<file path="src/rtl/vending_pkg.sv">
// Shared types and coin helpers for the multi-product vending controller.
package vending_pkg;

  typedef enum logic [1:0] {
    IDLE    = 2'd0,
    COLLECT = 2'd1,
    VEND    = 2'd2,
    CHANGE  = 2'd3
  } vm_state_e;

  localparam logic [1:0] COIN_NONE = 2'b00;
  localparam logic [1:0] COIN_1    = 2'b01;
  localparam logic [1:0] COIN_2    = 2'b10;
  localparam logic [1:0] COIN_3    = 2'b11;

  // Value of a coin code given the three denominations.
  function automatic int coin_value(input logic [1:0] code, input int c1, input int c2,
                                    input int c3);
    case (code)
      COIN_1:  return c1;
      COIN_2:  return c2;
      COIN_3:  return c3;
      default: return 0;
    endcase
  endfunction

  // Largest coin that does not exceed the remaining credit.
  function automatic logic [1:0] greedy_coin(input int credit, input int c1, input int c2,
                                             input int c3);
    if (credit >= c3)      return COIN_3;
    else if (credit >= c2) return COIN_2;
    else if (credit >= c1) return COIN_1;
    else                   return COIN_NONE;
  endfunction

endpackage

</file>
<file path="src/rtl/vm_stock_bank.sv">
// Per-product stock counters with decrement on vend and bulk restock.
module vm_stock_bank #(
  parameter int NUM_PRODUCTS = 4,
  parameter int SEL_W        = 2,
  parameter int STOCK_W      = 4,
  parameter int STOCK_INIT   = 10
) (
  input  logic                    clk_i,
  input  logic                    rst_i,
  input  logic                    dec_i,
  input  logic [SEL_W-1:0]        dec_id_i,
  input  logic                    restock_i,
  output logic [NUM_PRODUCTS-1:0] empty_o
);

  logic [STOCK_W-1:0] stock_q [NUM_PRODUCTS];

  // Counters: restock reloads all, a vend takes one from the selected product.
  always_ff @(posedge clk_i or posedge rst_i) begin
    if (rst_i) begin
      for (int p = 0; p < NUM_PRODUCTS; p++) stock_q[p] <= STOCK_W'(STOCK_INIT);
    end else if (restock_i) begin
      for (int p = 0; p < NUM_PRODUCTS; p++) stock_q[p] <= STOCK_W'(STOCK_INIT);
    end else if (dec_i) begin
      for (int p = 0; p < NUM_PRODUCTS; p++) begin
        if (dec_id_i == SEL_W'(p) && stock_q[p] != '0) stock_q[p] <= stock_q[p] - STOCK_W'(1);
      end
    end
  end

  // Empty flags feed the sold-out decode in the top level.
  always_comb begin
    for (int p = 0; p < NUM_PRODUCTS; p++) empty_o[p] = (stock_q[p] == '0);
  end

endmodule

</file>
<file path="src/rtl/vending_machine_mp.sv">
// Multi-product vending controller: credit collection, vend, greedy change/refund.
module vending_machine_mp
  import vending_pkg::*;
#(
  parameter int                                NUM_PRODUCTS   = 4,
  parameter int                                SEL_W          = 2,
  parameter int                                CREDIT_W       = 8,
  parameter logic [NUM_PRODUCTS*CREDIT_W-1:0]  PRICE_LIST     = {8'd50, 8'd35, 8'd25, 8'd15},
  parameter int                                COIN1_VAL      = 5,
  parameter int                                COIN2_VAL      = 10,
  parameter int                                COIN3_VAL      = 25,
  parameter int                                MAX_CREDIT     = 100,
  parameter int                                STOCK_W        = 4,
  parameter int                                STOCK_INIT     = 10,
  parameter int                                TIMEOUT_CYCLES = 6144
) (
  input  logic                clk,
  input  logic                rst,
  input  logic [1:0]          coin,
  input  logic [SEL_W-1:0]    sel,
  input  logic                cancel,
  input  logic                restock,
  input  logic                change_ready,
  output logic                vend,
  output logic [SEL_W-1:0]    vend_id,
  output logic [CREDIT_W-1:0] credit,
  output logic                change_valid,
  output logic [1:0]          change_coin,
  output logic                coin_reject,
  output logic                sold_out,
  output logic                busy
);

  localparam int              TMR_W    = $clog2(TIMEOUT_CYCLES + 1);
  localparam logic [TMR_W-1:0] TMR_LAST = TMR_W'(TIMEOUT_CYCLES - 1);

  vm_state_e           state_q;
  logic [CREDIT_W-1:0] credit_q;
  logic [TMR_W-1:0]    timer_q;
  logic                vend_q;
  logic [SEL_W-1:0]    vend_id_q;
  logic                change_valid_q;
  logic [1:0]          change_coin_q;
  logic                coin_reject_q;
  logic                busy_q;

  logic [NUM_PRODUCTS-1:0] empty;
  logic [CREDIT_W-1:0]     coin_val;
  logic                    coin_fits;
  logic [CREDIT_W-1:0]     price_sel;
  logic [CREDIT_W-1:0]     price_vend;
  logic [CREDIT_W-1:0]     vend_rem_d;
  logic [CREDIT_W-1:0]     change_rem_d;
  logic [CREDIT_W:0]       credit_sum;

  vm_stock_bank #(
    .NUM_PRODUCTS (NUM_PRODUCTS),
    .SEL_W        (SEL_W),
    .STOCK_W      (STOCK_W),
    .STOCK_INIT   (STOCK_INIT)
  ) u_stock (
    .clk_i     (clk),
    .rst_i     (rst),
    .dec_i     (state_q == VEND),
    .dec_id_i  (vend_id_q),
    .restock_i (restock && state_q == IDLE),
    .empty_o   (empty)
  );

  // Price lookups, sold-out decode and the remaining-credit arithmetic.
  always_comb begin
    coin_val  = CREDIT_W'(coin_value(coin, COIN1_VAL, COIN2_VAL, COIN3_VAL));
    // One extra bit so a near-ceiling credit cannot wrap past the limit.
    credit_sum = {1'b0, credit_q} + {1'b0, coin_val};
    coin_fits  = credit_sum <= (CREDIT_W + 1)'(MAX_CREDIT);
    price_sel  = '0;
    price_vend = '0;
    sold_out   = 1'b1;
    for (int p = 0; p < NUM_PRODUCTS; p++) begin
      if (sel == SEL_W'(p)) begin
        price_sel = PRICE_LIST[p*CREDIT_W +: CREDIT_W];
        sold_out  = empty[p];
      end
      if (vend_id_q == SEL_W'(p)) price_vend = PRICE_LIST[p*CREDIT_W +: CREDIT_W];
    end
    vend_rem_d   = credit_q - price_vend;
    change_rem_d = credit_q -
                   CREDIT_W'(coin_value(change_coin_q, COIN1_VAL, COIN2_VAL, COIN3_VAL));
  end

  // Main FSM with registered outputs, credit register and idle timer.
  always_ff @(posedge clk or posedge rst) begin
    if (rst) begin
      state_q        <= IDLE;
      credit_q       <= '0;
      timer_q        <= '0;
      vend_q         <= 1'b0;
      vend_id_q      <= '0;
      change_valid_q <= 1'b0;
      change_coin_q  <= COIN_NONE;
      coin_reject_q  <= 1'b0;
      busy_q         <= 1'b0;
    end else begin
      vend_q        <= 1'b0;
      coin_reject_q <= 1'b0;
      timer_q       <= '0;
      case (state_q)
        IDLE: begin
          if (coin != COIN_NONE) begin
            if (coin_fits) begin
              credit_q <= credit_q + coin_val;
              state_q  <= COLLECT;
            end else begin
              coin_reject_q <= 1'b1;
            end
          end
        end
        COLLECT: begin
          if (cancel || timer_q == TMR_LAST) begin
            coin_reject_q  <= (coin != COIN_NONE);
            state_q        <= CHANGE;
            busy_q         <= 1'b1;
            change_valid_q <= 1'b1;
            change_coin_q  <= greedy_coin(32'(credit_q), COIN1_VAL, COIN2_VAL, COIN3_VAL);
          end else begin
            timer_q <= timer_q + TMR_W'(1);
            if (coin != COIN_NONE) begin
              if (coin_fits) begin
                credit_q <= credit_q + coin_val;
                timer_q  <= '0;
              end else begin
                coin_reject_q <= 1'b1;
              end
            end
            // Decision uses the credit registered before this edge.
            if (credit_q >= price_sel && !sold_out) begin
              state_q   <= VEND;
              vend_q    <= 1'b1;
              vend_id_q <= sel;
              busy_q    <= 1'b1;
            end
          end
        end
        VEND: begin
          coin_reject_q <= (coin != COIN_NONE);
          credit_q      <= vend_rem_d;
          if (vend_rem_d != '0) begin
            state_q        <= CHANGE;
            change_valid_q <= 1'b1;
            change_coin_q  <= greedy_coin(32'(vend_rem_d), COIN1_VAL, COIN2_VAL, COIN3_VAL);
          end else begin
            state_q <= IDLE;
            busy_q  <= 1'b0;
          end
        end
        CHANGE: begin
          coin_reject_q <= (coin != COIN_NONE);
          if (change_valid_q && change_ready) begin
            credit_q <= change_rem_d;
            if (change_rem_d == '0) begin
              state_q        <= IDLE;
              busy_q         <= 1'b0;
              change_valid_q <= 1'b0;
              change_coin_q  <= COIN_NONE;
            end else begin
              change_coin_q <= greedy_coin(32'(change_rem_d), COIN1_VAL, COIN2_VAL, COIN3_VAL);
            end
          end else if (!change_valid_q) begin
            state_q <= IDLE;
            busy_q  <= 1'b0;
          end
        end
        default: state_q <= IDLE;
      endcase
    end
  end

  assign vend         = vend_q;
  assign vend_id      = vend_id_q;
  assign credit       = credit_q;
  assign change_valid = change_valid_q;
  assign change_coin  = change_coin_q;
  assign coin_reject  = coin_reject_q;
  assign busy         = busy_q;

endmodule

</file>
<file path="config.mk">
export PLATFORM = sky130hd
export DESIGN_NAME = vending_machine_mp
export DESIGN_NICKNAME = d
export VERILOG_FILES = /design/src/rtl/vending_pkg.sv /design/src/rtl/vm_stock_bank.sv /design/src/rtl/vending_machine_mp.sv
export SDC_FILE = /design/constraint.sdc
export NUM_CORES = 1
export LEC_CHECK = 0
export BUFFER_PORTS_ARGS = -buffer_cell sky130_fd_sc_hd__buf_4
export CAP_MARGIN = 25
export CELL_PAD_IN_SITES_DETAIL_PLACEMENT = 2
export CELL_PAD_IN_SITES_GLOBAL_PLACEMENT = 2
export CORE_MARGIN = 2
export CORE_UTILIZATION = 30
export CTS_BUF_LIST = sky130_fd_sc_hd__clkbuf_4 sky130_fd_sc_hd__clkbuf_8
export DETAILED_ROUTE_END_ITERATION = 7
export PLACE_DENSITY = 0.71
export SETUP_SLACK_MARGIN = 0.05
export SLEW_MARGIN = 0
export SYNTH_ARGS = -nofsm -noshare
export SYNTH_HDL_FRONTEND = slang
export SYNTH_SLANG_ARGS = --single-unit
</file>
<file path="constraint.sdc">
create_clock -name clk -period 7 [get_ports clk]
set_input_delay 1.4 -clock clk [delete_from_list [all_inputs] [get_ports clk]]
set_output_delay 1.4 -clock clk [all_outputs]
set_load 0.1 [all_outputs]
</file>
==> flow_metrics.env <==
export IMPL_n_antenna_cell=0
export IMPL_grt_ovfl_total=0
export IMPL_postCtsSetupRepairBufs=0
export IMPL_place_congestion=0.824
export IMPL_grt_pass1_vias=3544
export IMPL_synth_cells=442
export IMPL_fin_crit_sh=0.548
export IMPL_maxCapViolCount=0
export IMPL_vias=3275
export IMPL_cts_root_buf="clkbuf_8"
export IMPL_tritoncts="built"
export IMPL_clkLatencyLatePin_ps=310
export IMPL_synth_nets=482
export IMPL_clk_pin_slew_ps=90
export IMPL_cts_buffers=5
export IMPL_nFillCells=1439
export IMPL_synth_edf_count=0
export IMPL_regArea_um2=1190
export IMPL_finalNetCount=500
export IMPL_synth_cell_types=74
export IMPL_row_count=41
export IMPL_worst_slew_pin_slew_ps=826
export IMPL_worstPathArrival_ps=2430
export IMPL_pin_count=26
export IMPL_coreArea_um2=12500
export IMPL_finalSetupViolCount=0
export IMPL_final_max_slew_viol_count=0
export IMPL_ys_ff_latch=47
export IMPL_antenna_found_initial=0
export IMPL_cts_buffer_depth=2
export IMPL_hp_class="reg2reg"
export IMPL_hold_viol=0
export IMPL_dp_hpwl_um=8720
export IMPL_io_buffers=25
export IMPL_routed_wl_um=11300
export IMPL_die_h_um=116
export IMPL_relSlewSlack=0.449
export IMPL_skew_ps=9.27
export IMPL_drt_vias_per_instance=5.17
export IMPL_netlist_area_um2=3790
export IMPL_wl_per_cell_um=17.8
export IMPL_cts_repair_resized=0
export IMPL_multi_input_area_um2=2410
export IMPL_cp_start_kind="input pin"
export IMPL_critPathMaxFanout=5
export IMPL_status="completed"
export IMPL_required_ps=5600
export IMPL_max_freq_mhz=261
export IMPL_post_route_drc_count=0
export IMPL_grtUsageTotal=0.178
export IMPL_drt_pass1_iterations=4
export IMPL_async_reset_ff_frac=1.00
export IMPL_ant_nets=0
export IMPL_hold_buffers=0
export IMPL_critical_path_class="in2out"
export IMPL_synth_avg_cell_area_um2=8.58
export IMPL_yosysSeqAreaShare=0.313
export IMPL_tns_ps=0
export IMPL_yosys_warnings=0
export IMPL_die_x_um=116
export IMPL_area_growth_pct=11.7
export IMPL_dieArea_um2=13600
export IMPL_h_tree_depth=2
export IMPL_min_period_ps=3830
export IMPL_start_util=0.304
export IMPL_drtIter0Drc=101
export IMPL_rsz0062_at_grt="false"
export IMPL_grt_first_pass_wirelength_um=18800
export IMPL_synthFlopType="dfrtp_1"
export IMPL_drive_above_1_share=0.139
export IMPL_end_kind="primary output"
export IMPL_grt_max_degree=28
export IMPL_clock_sinks=47
worst paths after layout:
| kind | start | to | slack (ps) | cells after the start |
|---|---|---|---|---|
| max in group asynchronous | rst | u_stock.stock_q[11]$_DFFE_PP1P_ | 5310 | 3 |
| min in group asynchronous | rst | u_stock.stock_q[0]$_DFFE_PP0P_ | 1110 | 2 |
| min | timer_q[0]$_DFF_PP0_ | timer_q[0]$_DFF_PP0_ | 500 | 1 |
| max | sel[1] | sold_out | 3170 | 4 |
| min reg2reg | timer_q[0]$_DFF_PP0_ | timer_q[0]$_DFF_PP0_ | 500 | 1 |
| max reg2reg | credit[0]$_DFFE_PP0P_ | change_coin[1]$_DFFE_PP0P_ | 3630 | 11 |
registers in the layout, indices dropped and copies added, names as in the netlist:
register / cells
timer_q: 13
coin_reject: 1
u_stock.stock_q: 16
busy: 1
vend_id: 2
change_coin: 2
change_valid: 1
state_q: 2
vend: 1
credit: 8
kinds of logic (layout without fill, tap and decap cells):
kind of cell    count (synthesis)  in the layout  synth area share
flops                          47             47             0.313
fa+ha+maj                      31             31             0.108
simple gates                  177            177             0.233
xor+xnor                       34             34            0.0785
mux                            12             12            0.0366
compound gates                 93             93             0.179
buf+inv                        48             67            0.0518
critical path: stages:
cell	delay, ps
buf_4	130
inv_1	120
mux4_2	530
buf_4	250
synth_stat cells (all sizes together) (4+ instances only):
library cell  count  area share
nand2            49       0.049
nor4              6      0.0099
a31oi             4       0.011
ha               28       0.092
nor2             47       0.047
nand2b            5      0.0083
a21o              5       0.010
dfrtp            39        0.26
o21ai            15       0.020
o21a              8       0.016
nor3b             5       0.011
o211ai            7       0.014
buf               4      0.0056
a2111oi           4      0.0096
nand3            13       0.017
or3               4      0.0066
o31ai             5       0.011
clkbuf           11       0.014
a211oi            6       0.012
nor2b             9       0.015
mux2              5       0.015
inv              33       0.033
a21oi            20       0.027
xnor2            24       0.055
nor3             20       0.028
xor2             10       0.023
dfstp             8       0.055
mux2i             6       0.016
through the flow:
| stage | cells | setup slack (ps) | hold WS (ps) | area [um^2] | util |
|---|---|---|---|---|---|
| global placement | 624 | 3050 | 475 | 4120 | 0.331 |
| detailed placement | 625 | 2940 | 500 | 4140 | 0.332 |
| floorplan | 442 | 3340 | 455 | 3790 | - |
| finish | 633 | 3170 | 502 | 4240 | 0.340 |
| CTS | 633 | 3160 | 514 | 4240 | 0.340 |
| global route | 633 | 3120 | 548 | 4240 | 0.340 |
per-layer routing:
layer | wire length, um | track usage
met1 | 5180 | 0.232
met2 | 5740 | 0.316
met3 | 277 | 0.0223
met4 | 104 | 0.0405
met5 | 0 | 0
layout by cell type, fill, tap and decap left out, types with 2 or more instances in the layout:
master / instances
fa_1: 3
dfrtp_1: 39
buf_4: 25
inv_2: 2
a31oi_1: 3
nand3_1: 13
mux2_1: 4
or3_1: 4
nand3b_1: 2
o211ai_1: 7
a2111oi_0: 3
o22ai_1: 2
nor3_1: 19
nor2_1: 46
a21o_1: 4
dfstp_2: 8
nand4_1: 2
o21a_1: 8
a311oi_1: 2
mux2i_1: 6
ha_1: 28
and2_1: 3
inv_1: 31
o21ai_0: 15
o21bai_1: 2
nand2_1: 48
a21oi_1: 19
xor2_1: 10
xnor2_1: 24
a211oi_1: 6
clkbuf_8: 6
nand2b_1: 5
nor2b_1: 9
nor4_1: 6
and3b_1: 2
o31ai_1: 4
nor3b_1: 4
cell type report:
type / instances / share of cell area
Clock inverter: 1 / 0.00118
Clock buffer: 7 / 0.0213
Sequential cell: 47 / 0.280
Inverter: 33 / 0.0292
Timing Repair Buffer: 26 / 0.0490
Multi-Input combinational cell: 347 / 0.569
Tap cell: 172 / 0.0508
Power is not shown: default switching activity piles up to over one toggle a cycle in this logic, so the estimate is an artifact.
